===== src/rtl/mixcol_seq_pkg.sv =====
// Shared definitions for the MixColumns sequencer:
//   - host register word addresses
//   - FSM state encoding
//   - DoRow unit-select table (unit index -> u_addr[11:10])
//   - field widths for amounts, block count, gap latency and config address
package mixcol_seq_pkg;

  localparam int AMT_W      = 6;
  localparam int NUM_AMT    = 8;
  localparam int NBLK_W     = 16;
  localparam int LAT_W      = 8;
  localparam int CFG_ADDR_W = 10;

  localparam logic [3:0] REG_CTRL     = 4'd0;
  localparam logic [3:0] REG_STATUS   = 4'd1;
  localparam logic [3:0] REG_NBLK     = 4'd2;
  localparam logic [3:0] REG_LAT      = 4'd3;
  localparam logic [3:0] REG_AMT_LO   = 4'd4;
  localparam logic [3:0] REG_AMT_HI   = 4'd5;
  localparam logic [3:0] REG_CFG_ADDR = 4'd6;
  localparam logic [3:0] REG_CFG_DATA = 4'd7;
  localparam logic [3:0] REG_CYCLES   = 4'd8;

  typedef enum logic [2:0] {
    ST_IDLE,
    ST_CFG,
    ST_RUN,
    ST_GAP,
    ST_DONE
  } seq_state_e;

  // Unit index 0..3 maps to select 2'b11, 2'b01, 2'b10, 2'b00; index 0 sits in the LSBs.
  localparam logic [7:0] UNIT_SEL_TABLE = {2'b00, 2'b10, 2'b01, 2'b11};

  function automatic logic [1:0] unit_sel(input logic [1:0] idx);
    return UNIT_SEL_TABLE[{idx, 1'b0} +: 2];
  endfunction

endpackage


===== src/rtl/mixcol_seq_regs.sv =====
// Host register file and handshake for the MixColumns sequencer.
// A request is accepted the cycle h_valid is seen with h_ready low; h_ready and
// h_rdata are registered and valid for exactly one cycle after that.
// Ports:
//   clk, rst_ni               clock, async active-low reset
//   h_valid_i .. h_rdata_o    host bus (nonzero h_wstrb_i = write, whole word)
//   busy_i/done_i/aborted_i   status bits from the FSM
//   cycles_i                  busy-cycle counter value (0 when not built)
//   start_o/abort_o           one-cycle pulses decoded from CTRL writes
//   cfg_en_o                  CTRL bit2 from the latest CTRL write
//   nblk_o/lat_o/amt_o        programmed run count, gap, DoRow amounts
//   cfg_addr_o/cfg_data_o     unit-local config address and data
module mixcol_seq_regs
  import mixcol_seq_pkg::*;
#(
  parameter int DATA_W = 32
) (
  input  logic                             clk,
  input  logic                             rst_ni,
  input  logic                             h_valid_i,
  input  logic [3:0]                       h_addr_i,
  input  logic [DATA_W/8-1:0]              h_wstrb_i,
  input  logic [DATA_W-1:0]                h_wdata_i,
  output logic                             h_ready_o,
  output logic [DATA_W-1:0]                h_rdata_o,
  input  logic                             busy_i,
  input  logic                             done_i,
  input  logic                             aborted_i,
  input  logic [31:0]                      cycles_i,
  output logic                             start_o,
  output logic                             abort_o,
  output logic                             cfg_en_o,
  output logic [NBLK_W-1:0]                nblk_o,
  output logic [LAT_W-1:0]                 lat_o,
  output logic [NUM_AMT-1:0][AMT_W-1:0]    amt_o,
  output logic [CFG_ADDR_W-1:0]            cfg_addr_o,
  output logic [DATA_W-1:0]                cfg_data_o
);

  logic                          ready_q;
  logic [DATA_W-1:0]             rdata_q;
  logic                          start_q, abort_q, cfg_en_q;
  logic [NBLK_W-1:0]             nblk_q;
  logic [LAT_W-1:0]              lat_q;
  logic [NUM_AMT-1:0][AMT_W-1:0] amt_q;
  logic [CFG_ADDR_W-1:0]         cfg_addr_q;
  logic [DATA_W-1:0]             cfg_data_q;

  logic              accept, wr, rd, ctrl_wr, prog_wr;
  logic [DATA_W-1:0] rd_mux;

  // Holding h_ready low for the cycle after an ack keeps a held request from being taken twice.
  assign accept  = h_valid_i && !ready_q;
  assign wr      = accept && (|h_wstrb_i);
  assign rd      = accept && !(|h_wstrb_i);
  assign ctrl_wr = wr && (h_addr_i == REG_CTRL);
  // Programming registers are frozen while a sequence runs.
  assign prog_wr = wr && !busy_i;

  always_comb begin
    // NOTE: assign a default before the case so every path drives rd_mux and no latch is inferred.
    rd_mux = '0;
    case (h_addr_i)
      REG_STATUS:   rd_mux = DATA_W'({aborted_i, done_i, busy_i});
      REG_NBLK:     rd_mux = DATA_W'(nblk_q);
      REG_LAT:      rd_mux = DATA_W'(lat_q);
      REG_AMT_LO:   rd_mux = DATA_W'({2'b00, amt_q[3], 2'b00, amt_q[2],
                                      2'b00, amt_q[1], 2'b00, amt_q[0]});
      REG_AMT_HI:   rd_mux = DATA_W'({2'b00, amt_q[7], 2'b00, amt_q[6],
                                      2'b00, amt_q[5], 2'b00, amt_q[4]});
      REG_CFG_ADDR: rd_mux = DATA_W'(cfg_addr_q);
      REG_CFG_DATA: rd_mux = cfg_data_q;
      REG_CYCLES:   rd_mux = DATA_W'(cycles_i);
      default:      rd_mux = '0;
    endcase
  end

  // NOTE: sequential state uses non-blocking assignments so every flop samples pre-edge values.
  always_ff @(posedge clk or negedge rst_ni) begin
    if (!rst_ni) begin
      ready_q    <= 1'b0;
      rdata_q    <= '0;
      start_q    <= 1'b0;
      abort_q    <= 1'b0;
      cfg_en_q   <= 1'b0;
      nblk_q     <= '0;
      lat_q      <= '0;
      amt_q      <= '0;
      cfg_addr_q <= '0;
      cfg_data_q <= '0;
    end else begin
      ready_q <= accept;
      rdata_q <= rd ? rd_mux : '0;
      start_q <= ctrl_wr && h_wdata_i[0];
      abort_q <= ctrl_wr && h_wdata_i[1];
      if (ctrl_wr) cfg_en_q <= h_wdata_i[2];
      if (prog_wr) begin
        case (h_addr_i)
          REG_NBLK:     nblk_q     <= h_wdata_i[NBLK_W-1:0];
          REG_LAT:      lat_q      <= h_wdata_i[LAT_W-1:0];
          REG_AMT_LO:   for (int i = 0; i < 4; i++) amt_q[i]   <= h_wdata_i[i*8 +: AMT_W];
          REG_AMT_HI:   for (int i = 0; i < 4; i++) amt_q[i+4] <= h_wdata_i[i*8 +: AMT_W];
          REG_CFG_ADDR: cfg_addr_q <= h_wdata_i[CFG_ADDR_W-1:0];
          REG_CFG_DATA: cfg_data_q <= h_wdata_i;
          default: ;
        endcase
      end
    end
  end

  assign h_ready_o  = ready_q;
  assign h_rdata_o  = rdata_q;
  assign start_o    = start_q;
  assign abort_o    = abort_q;
  assign cfg_en_o   = cfg_en_q;
  assign nblk_o     = nblk_q;
  assign lat_o      = lat_q;
  assign amt_o      = amt_q;
  assign cfg_addr_o = cfg_addr_q;
  assign cfg_data_o = cfg_data_q;

endmodule


===== src/rtl/mixcolumns_seq.sv =====
// Host-programmable sequencer for one MixColumns Versat unit.
// Holds the eight DoRow buffer amounts, optionally broadcasts one config write
// to the four DoRow units, then issues NBLK one-cycle run pulses spaced LAT+1 apart.
// Ports:
//   clk, rst                 clock, async active-low reset
//   h_*                      host register bus (registered one-cycle h_ready)
//   u_*                      unit config bus; request held until u_ready
//   run                      registered run pulse to MixColumns
//   amount0..amount7         DoRow buffer amounts, straight from the registers
// Build option: define MIXCOL_SEQ_PERF_EN to add the 32-bit busy-cycle counter
// behind CYCLES; otherwise CYCLES reads 0.
module mixcolumns_seq
  import mixcol_seq_pkg::*;
#(
  parameter int DATA_W = 32,
  parameter int ADDR_W = 12
) (
  input  logic                clk,
  input  logic                rst,
  input  logic                h_valid,
  input  logic [3:0]          h_addr,
  input  logic [DATA_W/8-1:0] h_wstrb,
  input  logic [DATA_W-1:0]   h_wdata,
  output logic                h_ready,
  output logic [DATA_W-1:0]   h_rdata,
  output logic                u_valid,
  output logic [ADDR_W-1:0]   u_addr,
  output logic [DATA_W/8-1:0] u_wstrb,
  output logic [DATA_W-1:0]   u_wdata,
  input  logic                u_ready,
  output logic                run,
  output logic [AMT_W-1:0]    amount0,
  output logic [AMT_W-1:0]    amount1,
  output logic [AMT_W-1:0]    amount2,
  output logic [AMT_W-1:0]    amount3,
  output logic [AMT_W-1:0]    amount4,
  output logic [AMT_W-1:0]    amount5,
  output logic [AMT_W-1:0]    amount6,
  output logic [AMT_W-1:0]    amount7
);

  logic                          start, abort, cfg_en;
  logic [NBLK_W-1:0]             nblk;
  logic [LAT_W-1:0]              lat;
  logic [NUM_AMT-1:0][AMT_W-1:0] amt;
  logic [CFG_ADDR_W-1:0]         cfg_addr;
  logic [DATA_W-1:0]             cfg_data;
  logic [31:0]                   cycles;

  seq_state_e        state_q, state_d;
  logic [NBLK_W-1:0] blk_q, blk_d;
  logic [LAT_W-1:0]  gap_q, gap_d;
  logic [1:0]        unit_q, unit_d;
  logic              abort_pend_q, abort_pend_d;
  logic              busy_q, busy_d, done_q, done_d, aborted_q, aborted_d;
  logic              run_q, run_d;

  mixcol_seq_regs #(.DATA_W(DATA_W)) u_regs (
    .clk        (clk),
    .rst_ni     (rst),
    .h_valid_i  (h_valid),
    .h_addr_i   (h_addr),
    .h_wstrb_i  (h_wstrb),
    .h_wdata_i  (h_wdata),
    .h_ready_o  (h_ready),
    .h_rdata_o  (h_rdata),
    .busy_i     (busy_q),
    .done_i     (done_q),
    .aborted_i  (aborted_q),
    .cycles_i   (cycles),
    .start_o    (start),
    .abort_o    (abort),
    .cfg_en_o   (cfg_en),
    .nblk_o     (nblk),
    .lat_o      (lat),
    .amt_o      (amt),
    .cfg_addr_o (cfg_addr),
    .cfg_data_o (cfg_data)
  );

  always_comb begin
    state_d      = state_q;
    blk_d        = blk_q;
    gap_d        = gap_q;
    unit_d       = unit_q;
    abort_pend_d = abort_pend_q;
    busy_d       = busy_q;
    done_d       = done_q;
    aborted_d    = aborted_q;
    run_d        = 1'b0;
    case (state_q)
      ST_IDLE: begin
        if (start) begin
          done_d       = 1'b0;
          aborted_d    = 1'b0;
          busy_d       = 1'b1;
          blk_d        = nblk;
          unit_d       = 2'd0;
          abort_pend_d = 1'b0;
          state_d      = cfg_en ? ST_CFG : ST_RUN;
        end
      end
      ST_CFG: begin
        // An abort here only takes effect once the current unit write has completed.
        if (abort) abort_pend_d = 1'b1;
        if (u_ready) begin
          unit_d = unit_q + 2'd1;
          if (abort || abort_pend_q) begin
            aborted_d = 1'b1;
            busy_d    = 1'b0;
            state_d   = ST_IDLE;
          end else if (unit_q == 2'd3) begin
            state_d = ST_RUN;
          end
        end
      end
      ST_RUN: begin
        if (abort) begin
          aborted_d = 1'b1;
          busy_d    = 1'b0;
          state_d   = ST_IDLE;
        end else if (blk_q == '0) begin
          state_d = ST_DONE;
        end else begin
          run_d   = 1'b1;
          blk_d   = blk_q - NBLK_W'(1);
          gap_d   = lat;
          state_d = (lat == '0) ? ST_RUN : ST_GAP;
        end
      end
      ST_GAP: begin
        // LAT idle cycles here plus the RUN cycle give LAT+1 pulse spacing.
        if (abort) begin
          aborted_d = 1'b1;
          busy_d    = 1'b0;
          state_d   = ST_IDLE;
        end else begin
          gap_d = gap_q - LAT_W'(1);
          if (gap_q <= LAT_W'(1)) state_d = ST_RUN;
        end
      end
      ST_DONE: begin
        done_d  = 1'b1;
        busy_d  = 1'b0;
        state_d = ST_IDLE;
      end
      default: state_d = ST_IDLE;
    endcase
  end

  always_ff @(posedge clk or negedge rst) begin
    if (!rst) begin
      state_q      <= ST_IDLE;
      blk_q        <= '0;
      gap_q        <= '0;
      unit_q       <= '0;
      abort_pend_q <= 1'b0;
      busy_q       <= 1'b0;
      done_q       <= 1'b0;
      aborted_q    <= 1'b0;
      run_q        <= 1'b0;
    end else begin
      state_q      <= state_d;
      blk_q        <= blk_d;
      gap_q        <= gap_d;
      unit_q       <= unit_d;
      abort_pend_q <= abort_pend_d;
      busy_q       <= busy_d;
      done_q       <= done_d;
      aborted_q    <= aborted_d;
      run_q        <= run_d;
    end
  end

`ifdef MIXCOL_SEQ_PERF_EN
  logic [31:0] cycles_q;
  always_ff @(posedge clk or negedge rst) begin
    if (!rst) begin
      cycles_q <= '0;
    end else if (state_q == ST_IDLE && start) begin
      cycles_q <= '0;
    end else if (busy_q) begin
      cycles_q <= cycles_q + 32'd1;
    end
  end
  assign cycles = cycles_q;
`else
  assign cycles = '0;
`endif

  // Unit bus is decoded from registered state, so an async reset drops it at once.
  assign u_valid = (state_q == ST_CFG);
  assign u_addr  = u_valid ? ADDR_W'({unit_sel(unit_q), cfg_addr}) : '0;
  assign u_wdata = u_valid ? cfg_data : '0;
  assign u_wstrb = '1;
  assign run     = run_q;

  assign amount0 = amt[0];
  assign amount1 = amt[1];
  assign amount2 = amt[2];
  assign amount3 = amt[3];
  assign amount4 = amt[4];
  assign amount5 = amt[5];
  assign amount6 = amt[6];
  assign amount7 = amt[7];

endmodule

===== config.mk =====
export PLATFORM = sky130hd
export DESIGN_NAME = mixcolumns_seq
export DESIGN_NICKNAME = d
export VERILOG_FILES = /design/src/rtl/mixcol_seq_pkg.sv /design/src/rtl/mixcol_seq_regs.sv /design/src/rtl/mixcolumns_seq.sv
export SDC_FILE = /design/constraint.sdc
export NUM_CORES = 1
export LEC_CHECK = 0
export CAP_MARGIN = 25
export CORE_UTILIZATION = 45
export DETAILED_ROUTE_END_ITERATION = 12
export GPL_ROUTABILITY_DRIVEN = 0
export PLACE_DENSITY_LB_ADDON = 0.25
export SLEW_MARGIN = 10
export SYNTH_ARGS = -nofsm -noshare
export SYNTH_HDL_FRONTEND = slang
export SYNTH_SLANG_ARGS = --single-unit

===== constraint.sdc =====
create_clock -name clk -period 2.5 [get_ports clk]
set_clock_uncertainty 0.05 [all_clocks]
set_input_delay 0.5 -clock clk [delete_from_list [all_inputs] [get_ports clk]]
set_output_delay 0.5 -clock clk [all_outputs]
set_load 0.03 [all_outputs]

==> results of run 1 <==
worst register-to-register path, delay by kind of cell, from the launching register on:
kind	cells	cell delay (ns)
AO/OA/AOI/OAI	2	0.50
flip-flops	1	0.44
AND/OR/NAND/NOR	2	1.16
state kept, by name, indices dropped and copies added (netlist names):
signal and count:
gap_q 8, blk_q 16, u_regs.amt_o 48, u_regs.start_o 1, u_regs.cfg_addr_o 10, state_q 3, u_regs.h_ready_o 1, done_q 1
aborted_q 1, busy_q 1, u_regs.lat_o 8, run 1, u_regs.abort_o 1, u_regs.h_rdata_o 32, abort_pend_q 1, u_regs.cfg_data_o 32
u_regs.cfg_en_o 1, u_regs.nblk_o 16, unit_q 2
metrics by stage:
| stage | std cells | TNS, ns |
|---|---|---|
| global route | 1250 | 0 |
| detailed placement | 1217 | -1.936 |
| global placement | 1217 | -1.324 |
| CTS | 1250 | 0 |
| floorplan | 782 | 0 |
| finish | 1250 | 0 |
worst max-delay path by stage:
stage,startpoint,end,slack [ns]
floorplan,state_q[0],u_wdata[24],0.04
global placement,h_addr[1],u_regs.h_rdata_o[5],-0.28
detailed placement,h_addr[1],u_regs.h_rdata_o[5],-0.34
CTS,state_q[2],u_addr[9],0.05
global route,state_q[0],u_wdata[9],0.03
finish,state_q[2],u_addr[9],0.08
final cells by class:
| type | instances | area, um2 |
|---|---|---|
| timing repair buffer | 231 | 2221 |
| sequential | 184 | 4606 |
| multi-input combinational | 528 | 4038 |
| clock inverter | 14 | 185.2 |
| tap | 265 | 331.6 |
| inverter | 10 | 37.54 |
| clock buffer | 18 | 429.2 |
| fill | 1601 | 7615 |
timing repair:
action                                  in CTS  in global routing
hold endpoints to repair                    36                  0
gates cloned                                 0                  0
endpoints found under the setup margin       4                 12
gates resized for setup                      1                  2
hold buffers                                 1                  0
placed cells by master (no fill, tap or decap), drive strengths merged, types with 5 or more instances in the layout:
master	count
a21oi	32
a222oi	6
a22o	9
a22oi	11
a32oi	8
and2	56
buf	107
clkbuf	18
clkdlybuf4s50	123
clkinv	5
dfrtp	184
ha	6
inv	16
mux2	124
mux2i	14
nand2	26
nand2b	9
nand3	17
nand4	5
nor2	53
nor2b	7
nor3	13
nor4	11
o211ai	14
o21ai	15
o2bb2ai	8
o31ai	6
or3	8
or4	11
routing by layer:
layer	GRT usage (%)	vias up	routed length, um	share of wire, %
met5	0	-	0	0
met4	7.697	0	420	1.7
met3	8.149	34	1818	7.1
met2	41.62	253	12170	48
met1	33.93	3598	11020	43
li1	-	3249	-	-
synthesized netlist by cell type (8+ instances only):
library cell,n
nand2_1,26
dfrtp_1,184
nand2b_1,9
a22o_1,9
o21ai_0,13
inv_1,10
and2_1,56
or4_1,11
a32oi_1,8
nor3_1,13
nand3_1,17
a22oi_1,11
a21oi_1,32
o211ai_1,14
clkbuf_1,32
o2bb2ai_1,8
mux2i_1,14
mux2_2,123
buf_2,17
nor2_1,53
nor4_1,9
power by group:
group	leakage, nW	switching (mW)	internal [mW]
registers	2.38	0.768	3.75
clock network	0.296	1.29	1.52
logic	2.48	2.06	1.82
cells by family after synthesis:
| logic type | count (synthesis) |
|---|---|
| and+or+nand+nor | 240 |
| DFF | 184 |
| AOI/OAI and AO/OA | 140 |
| muxes | 138 |
| buffers and inverters | 70 |
| adders and majority gates | 6 |
| other | 1 |
==> impl_results.md, run 1 <==
- Max-cap violations: 0
- Total power: 11.21 mW
- Initial DRC count: 478
- Initial antenna violation count: 0
- Total track usage: 26.08%
- Post-Synth XOR/XNOR Area: 0%
- Pre-CTS setup slack: -0.3384 ns
- IO Pins: 175
- DRT Wirelength: 25.43 mm
- First-pass DRT Iterations: 5
- Worst-margin pin slew: 0.6229 ns
- Fin area: 0.01185 mm2
- Worst VDD drop: 0.0005197 V
- Synth area leaders: dfrtp_1 52%, mux2_2 16%, and2_1 3.9%
- Post-synthesis cell type count: 65
- Top-area cell type share of the netlist area: 51.54%
- Area leader, netlist: dfrtp_1
- Starting Density: 45.90%
- Wirelength per Cell: 20.34 um
- Max incr delay on CP: 0.52 ns
- Fin nets: 1022
- Mapped Area: 0.008934 mm2
- FP Rows: 51
- Via density: 5.707
- Drt drc: 0
- Crit path DAT: 1.87 ns
- Clock transition at path regs: 0.07 ns
- Post-synthesis register bit count: 184
- Synth Warn #: 0
- Mux share of post-synthesis cell area: 17.24%
- Total number of vias: 7134
- Critical path buffers and inverters: 2
- Sequential fraction of the synthesis area: 51.54%
- Capturing point of the worst reg2reg path: blk_q[13]
- WS Path Type: flop to output port
- CTS tree: yes
- Worst Path Max Fanout: 37
- Final WS setup: 0.08443 ns
- Die height: 142.9 um
- Main combinational cell family by area after synthesis: multiplexers
- N_diodes: 0
- Hold Crit Start: gap_q[7]
- Delay-heaviest family, CP: flip-flops
- Pin count of the biggest net entering global routing: 76
- Post-CTS Setup Bufs: 0
- Fin util: 60.87%
- HPWL Detailed: 17.69 mm
- Gr ovfl total: 0
- Die Wd: 142.9 um
- Crit path time final: 2.416 ns
- DRT antenna net count: 0
- Slowest cell on crit path: dfrtp_2
- Longest Clk Path Bufs: 2
- Worst endpoint required time: 1.95 ns
- CP Launch Type: flop
- Cell count after synthesis: 779
- Synth-to-Final Area Change: 32.62%
- F_max: 414.0 MHz
- Placed Area: 0.01121 mm2
- Pwr dens: 946.6 mW/mm2
- Syn Area/Cell: 11.47 um2
- Sink Count: 184
- # setup viols final: 0
- Number of synthesized flops with an enable pin: 0
- Reg-to-reg slack, setup: 0.21 ns
- Status: complete, no violations
- Die ar.: 0.02042 mm2
- Worst hold path class: flop to flop
- Critical path endpoint category: output port
- Hold endpoint: gap_q[7]
- Leak: 5.156 nW
- I/O Buffers: 170
- Hold Path Cell Cnt: 1
- Root Buffer: clkbuf_16
- Final Hold Fails: 0
- Fin crit share: 96.62%
- H-tree Lvls: 4
- Reg2reg path depth: 4
- Asr flop ratio synth: 100.0%
- Reg2reg start: blk_q[9]
- Unrepaired setup endpoints after global routing: no
- Num CTS Buffers: 17
- Final hold slack: 0.4434 ns
- Worst-path cell chain: nor3b_4, buf_12, and2_1, buf_4
- Max-slew headroom: 58.15%
- Max-slew violations: 0
- First-pass GRT wire length: 40.24 mm
- Post-synthesis share of cell area spent on full adders, half adders and majority gates: 0.8403%
- Simple-gate share of the synthesized area: 15.15%
- Levels on crit path: 4
- Number of global-route vias before repair: 7261
- Core box area: 0.01946 mm2
- Synth Area in Compound Gates: 11.50%
- Synth Flop Type: dfrtp_1
- Worst-Skew Late Latency: 0.44 ns
- Layout cell share with drive strength beyond 1: 28.93%
(Power assumes the default switching activity.)
==> run 2, diff against run 1 <==
Settings changed: CAP_MARGIN 25 to 20, CORE_UTILIZATION 45 to 46.
==> run 2 against run 1 <==
Combinational power down 1%. Register-to-register slack better by 0.02 ns. Flip-flop and latch count unchanged. Critical path depth unchanged. Non-clock buffer count down 2. Clock-buffer cell count down 1. Largest cell class unchanged. Critical endpoint unchanged.
==> impl_results.md, run 2 (same netlist as run 1, synthesis figures left out) <==
- Status: complete, no violations
- Worst-margin pin slew: 0.6454 ns
- Capturing point of the worst reg2reg path: blk_q[13]
- Worst endpoint required time: 1.95 ns
- Initial DRC count: 547
- Fin nets: 1020
- Via density: 5.817
- Pwr dens: 954.5 mW/mm2
- Die Wd: 141.4 um
- Total track usage: 26.70%
- Number of global-route vias before repair: 7364
- Worst hold path class: flop to flop
- CP Launch Type: flop
- Root Buffer: clkbuf_16
- DRT antenna net count: 0
- Starting Density: 47.28%
- Crit path time final: 2.437 ns
- Die ar.: 0.01998 mm2
- Fin crit share: 97.47%
- Max-cap violations: 0
- Pin count of the biggest net entering global routing: 59
- IO Pins: 175
- Num CTS Buffers: 17
- N_diodes: 0
- Filler cells: 1577
- Reg2reg path depth: 4
- Total number of vias: 7231
- Synth-to-Final Area Change: 31.12%
- Max reg flops: 48
- Leak: 5.114 nW
- Critical path endpoint category: output port
- Max-slew headroom: 56.81%
- Fin util: 62.00%
- Sink Count: 184
- Layout cell share with drive strength beyond 1: 28.99%
- DRT Wirelength: 25.71 mm
- Worst Path Max Fanout: 37
- HPWL Detailed: 18.07 mm
- Core box area: 0.01889 mm2
- FP Rows: 50
- WS Path Type: flop to output port
- Worst Setup SP: state_q[2]
- Final hold slack: 0.4513 ns
- Gr ovfl total: 0
- Initial antenna violation count: 0
- Max-slew violations: 0
- H-tree Lvls: 4
- First-pass DRT Iterations: 6
- F_max: 410.4 MHz
- Wirelength per Cell: 20.68 um
- Clock transition at path regs: 0.07 ns
- Reg area: 0.004607 mm2
- Reg2reg start: blk_q[9]
- # setup viols final: 0
- I/O Buffers: 170
- Hold Crit Start: gap_q[7]
- Drt drc: 0
- Most frequent cells in the layout: 182 x dfrtp_1, 123 x mux2_2, 123 x clkdlybuf4s50_1
- Final Hold Fails: 0
- Most common cell after layout, fill and taps aside: dfrtp_1
- Worst setup path end: u_addr[9]
- Post-CTS Setup Bufs: 0
- Unrepaired setup endpoints after global routing: no
- Area of the multi-input gates: 0.004036 mm2
- Die height: 141.4 um
- Reg-to-reg slack, setup: 0.23 ns
- Worst-Skew Late Latency: 0.44 ns
- CTS tree: yes
- Crit path DAT: 1.89 ns
- First-pass GRT wire length: 40.63 mm
- Worst VDD drop: 0.0005677 V
- Longest Clk Path Bufs: 2
## run 2: worst min path at each step
stage                         to  slack (ns)  cells after the start
finish                  gap_q[7]        0.45                      1
global route            gap_q[7]        0.47                      1
CTS                     gap_q[7]        0.45                      1
detailed placement      gap_q[7]        0.43                      1
global placement        gap_q[7]        0.43                      1
floorplan           abort_pend_q        0.15                      0
## run 2: power by group
group | switching [mW] | internal (mW) | total [mW]
clock | 1.33 | 1.44 | 2.77
sequential | 0.815 | 3.75 | 4.56
combinational | 2.06 | 1.80 | 3.85
## run 2: metrics by stage
| step | setup TNS [ns] | cell area, um2 | setup WS [ns] | cells | power (mW) |
|---|---|---|---|---|---|
| 3_3_place_gp | -5.630 | 11100 | -0.1261 | 1210 | 8.315 |
| 2_1_floorplan | 0 | 8946 | 0.04332 | 782 | 6.839 |
| 5_1_grt | 0 | 11710 | 0.008702 | 1243 | 11.72 |
| 6_report | 0 | 11710 | 0.06317 | 1243 | 11.18 |
| 3_5_place_dp | -6.722 | 11100 | -0.1333 | 1210 | 8.404 |
| 4_1_cts | 0 | 11710 | 0.03754 | 1243 | 11.18 |
## run 2: worst max-delay path: stages, from the launching register on
cell and delay [ns]:
dfrtp_1 0.50, nor3b_4 0.32, buf_12 0.25, and2_1 0.20
buf_4 0.17
## run 2: area by class of cell
cell class / count / share of cell area [%]
Clock buffer: 17 / 3.632
Clock inverter: 15 / 1.485
Inverter: 10 / 0.3204
Multi-Input combinational cell: 528 / 34.46
Sequential cell: 184 / 39.33
Tap cell: 260 / 2.777
Timing Repair Buffer: 229 / 18.00
## run 2: metal layers
| layer | GRT usage (%) | part of all wire, % |
|---|---|---|
| met1 | 34.33 | 42 |
| met2 | 43.56 | 48 |
| met3 | 7.762 | 7.9 |
| met4 | 8.238 | 1.8 |
| met5 | 0 | 0 |
## run 2: repair_timing
action	CTS	global route
pin swaps	0	1
hold buffers	1	0
setup endpoints to repair	1	5
resized for setup	1	2
endpoints found under the hold margin	50	0
==> run 3, diff against run 2 <==
Settings changed: SETUP_SLACK_MARGIN from default to 0.4.
==> run 3 against run 2 <==
The run now ends with hold timing left. Power up 3.2%. Core utilization up 3.3 points. Critical path depth up 1. Routed wire length up 7.0%. Flip-flop and latch count unchanged. Clock-buffer cell count up 1. Critical endpoint unchanged. Highest routed layer unchanged.
==> impl_results.md, run 3 (same netlist as run 1, synthesis figures left out) <==
- Total number of vias: 7389
- Status: finished with violations
- IO Pins: 175
- Die height: 141.4 um
- Combinational Power Share: 37.9%
- Worst Path Max Fanout: 10
- Gr ovfl total: 0
- Initial DRC count: 614
- Max reg flops: 48
- Reg2reg start: blk_q[1]
- Crit path DAT: 1.75 ns
- Longest Clk Path Bufs: 2
- Reg-to-reg slack, setup: 0.37 ns
- FP Rows: 50
- Met2 Use GR: 45.02%
- Num CTS Buffers: 17
- Max-slew headroom: 50.78%
- F_max: 435.4 MHz
- GRT met3 Usage: 7.357%
- Fin nets: 1041
- First-pass DRT Iterations: 6
- Final hold slack: -0.01381 ns
- Net Sw Frac: 37.81%
- Worst-margin pin slew: 0.7363 ns
- Most frequent cells in the layout: 177 x dfrtp_1, 123 x mux2_2, 95 x clkdlybuf4s50_1
- DRT Wirelength: 27.50 mm
- Max-slew violations: 0
- Via density: 5.846
- Worst hold path class: primary input to asynchronous set/reset pin
- Pwr dens: 935.0 mW/mm2
- Starting Density: 47.28%
- # setup viols final: 0
- H-tree Lvls: 4
- Most common cell after layout, fill and taps aside: dfrtp_1
- Worst VDD drop: 0.0007581 V
- Max-cap violations: 0
- Layout cell share with drive strength beyond 1: 36.16%
- Worst setup path end: u_addr[9]
- WS Path Type: flop to output port
- N_diodes: 0
- Reg area: 0.004613 mm2
- Filler cells: 1509
- Gr busiest metal: met2
- Root Buffer: clkbuf_16
- Pin count of the biggest net entering global routing: 62
- P_int: 7.173 mW
- Drt drc: 0
- DRT antenna net count: 0
- Worst-Skew Late Latency: 0.44 ns
- Wirelength per Cell: 21.75 um
- Capturing point of the worst reg2reg path: blk_q[9]
- Clock transition at path regs: 0.07 ns
- Inst Count DP: 1211
- Number of global-route vias before repair: 7346
- CP Launch Type: flop
- Failing checks: hold timing
- Initial antenna violation count: 0
- Leak: 5.637 nW
- Core box area: 0.01889 mm2
- Unrepaired setup endpoints after global routing: yes
- Area of the multi-input gates: 0.004219 mm2
- I/O Buffers: 170
- Clock share of power: 22.6%
- Worst endpoint required time: 1.95 ns
- Flop pwr share: 39.5%
- CTS tree: yes
- Crit path time final: 2.297 ns
- Total track usage: 27.66%
- Die ar.: 0.01998 mm2
- Sink Count: 184
- First-pass GRT wire length: 41.86 mm
- NetSw: 4.362 mW
- Critical path endpoint category: output port
- Met1 track demand over resource: 36.25%
- Sum Neg Setup Slack: 0 ns
- Die Wd: 141.4 um
- Final Hold Fails: 16
- HPWL Detailed: 18.15 mm
- Worst Setup SP: state_q[2]
- Non-filler cells, final: 1264
- Fin crit share: 91.88%
- Reg2reg path depth: 8
- Synth-to-Final Area Change: 38.11%
==> run 3: cell count changes in the layout (fill, tap and decap cells not counted), moves of 12 or more <==
cell / before / now
buf_4: 97 / 77
and2_4: 0 / 19
dlymetal6s2s_1: 0 / 22
clkdlybuf4s50_1: 123 / 95
and2_2: 0 / 12
buf_6: 0 / 32
and2_1: 56 / 25
==> run 3: per-layer routing <==
metal / share of wire (%) / up-vias
li1: - / 3293
met1: 41 / 3756
met2: 49 / 302
met3: 7.5 / 38
met4: 1.9 / 0
met5: 0 / -
==> run 3: stage by stage <==
step	total power [mW]	area [um2]	util, %	setup slack (ns)
after floorplan	6.876	9014	-	0.3615
after global placement	8.364	11180	59.20	0.03256
after detailed placement	8.446	11180	59.20	0.01368
after CTS	11.20	11920	63.09	0.2135
after global routing	12.09	12340	65.30	0.1634
final	11.54	12340	65.30	0.2030
==> run 3: cell type report <==
cell class	count	share of cell area, %
well taps	260	2.637
clock buffers	18	3.478
multi-input cells	528	34.20
flip-flops and latches	184	37.39
repair buffers	250	20.85
inverters	10	0.3042
clock inverters	14	1.146
==> run 3: worst min-delay path by stage <==
stage / start / cells after the start / end / slack (ns)
6_report: rst / 1 / gap_q[6] / -0.01
4_1_cts: rst / 1 / gap_q[6] / 0.002
3_5_place_dp: gap_q[7] / 1 / gap_q[7] / 0.43
5_1_grt: rst / 1 / gap_q[6] / 0.02
3_3_place_gp: gap_q[7] / 1 / gap_q[7] / 0.43
2_1_floorplan: rst / 0 / abort_pend_q / 0.15
==> run 3: critical path: stages (launching register included) <==
cell and delay, ns:
dfrtp_2 0.42, nor3b_4 0.23, buf_12 0.19, buf_12 0.15, and2_4 0.16, buf_4 0.15
==> run 3: what timing repair did <==
| action | CTS | global route |
|---|---|---|
| resized for setup | 26 | 85 |
| cloned | 2 | 4 |
| hold buffers | 0 | 0 |
| pin swaps | 3 | 26 |
| endpoints found under the setup margin | 66 | 89 |
| buffers inserted | 6 | 9 |
==> run 3: power groups by stage <==
stage	Clock, mW	Sequential [mW]	Combinational, mW
3_3_place_gp	0	4.55	3.81
3_5_place_dp	0	4.57	3.87
6_report	2.60	4.56	4.37
4_1_cts	2.63	4.52	4.05
2_1_floorplan	0	4.77	2.11
5_1_grt	2.76	4.65	4.68
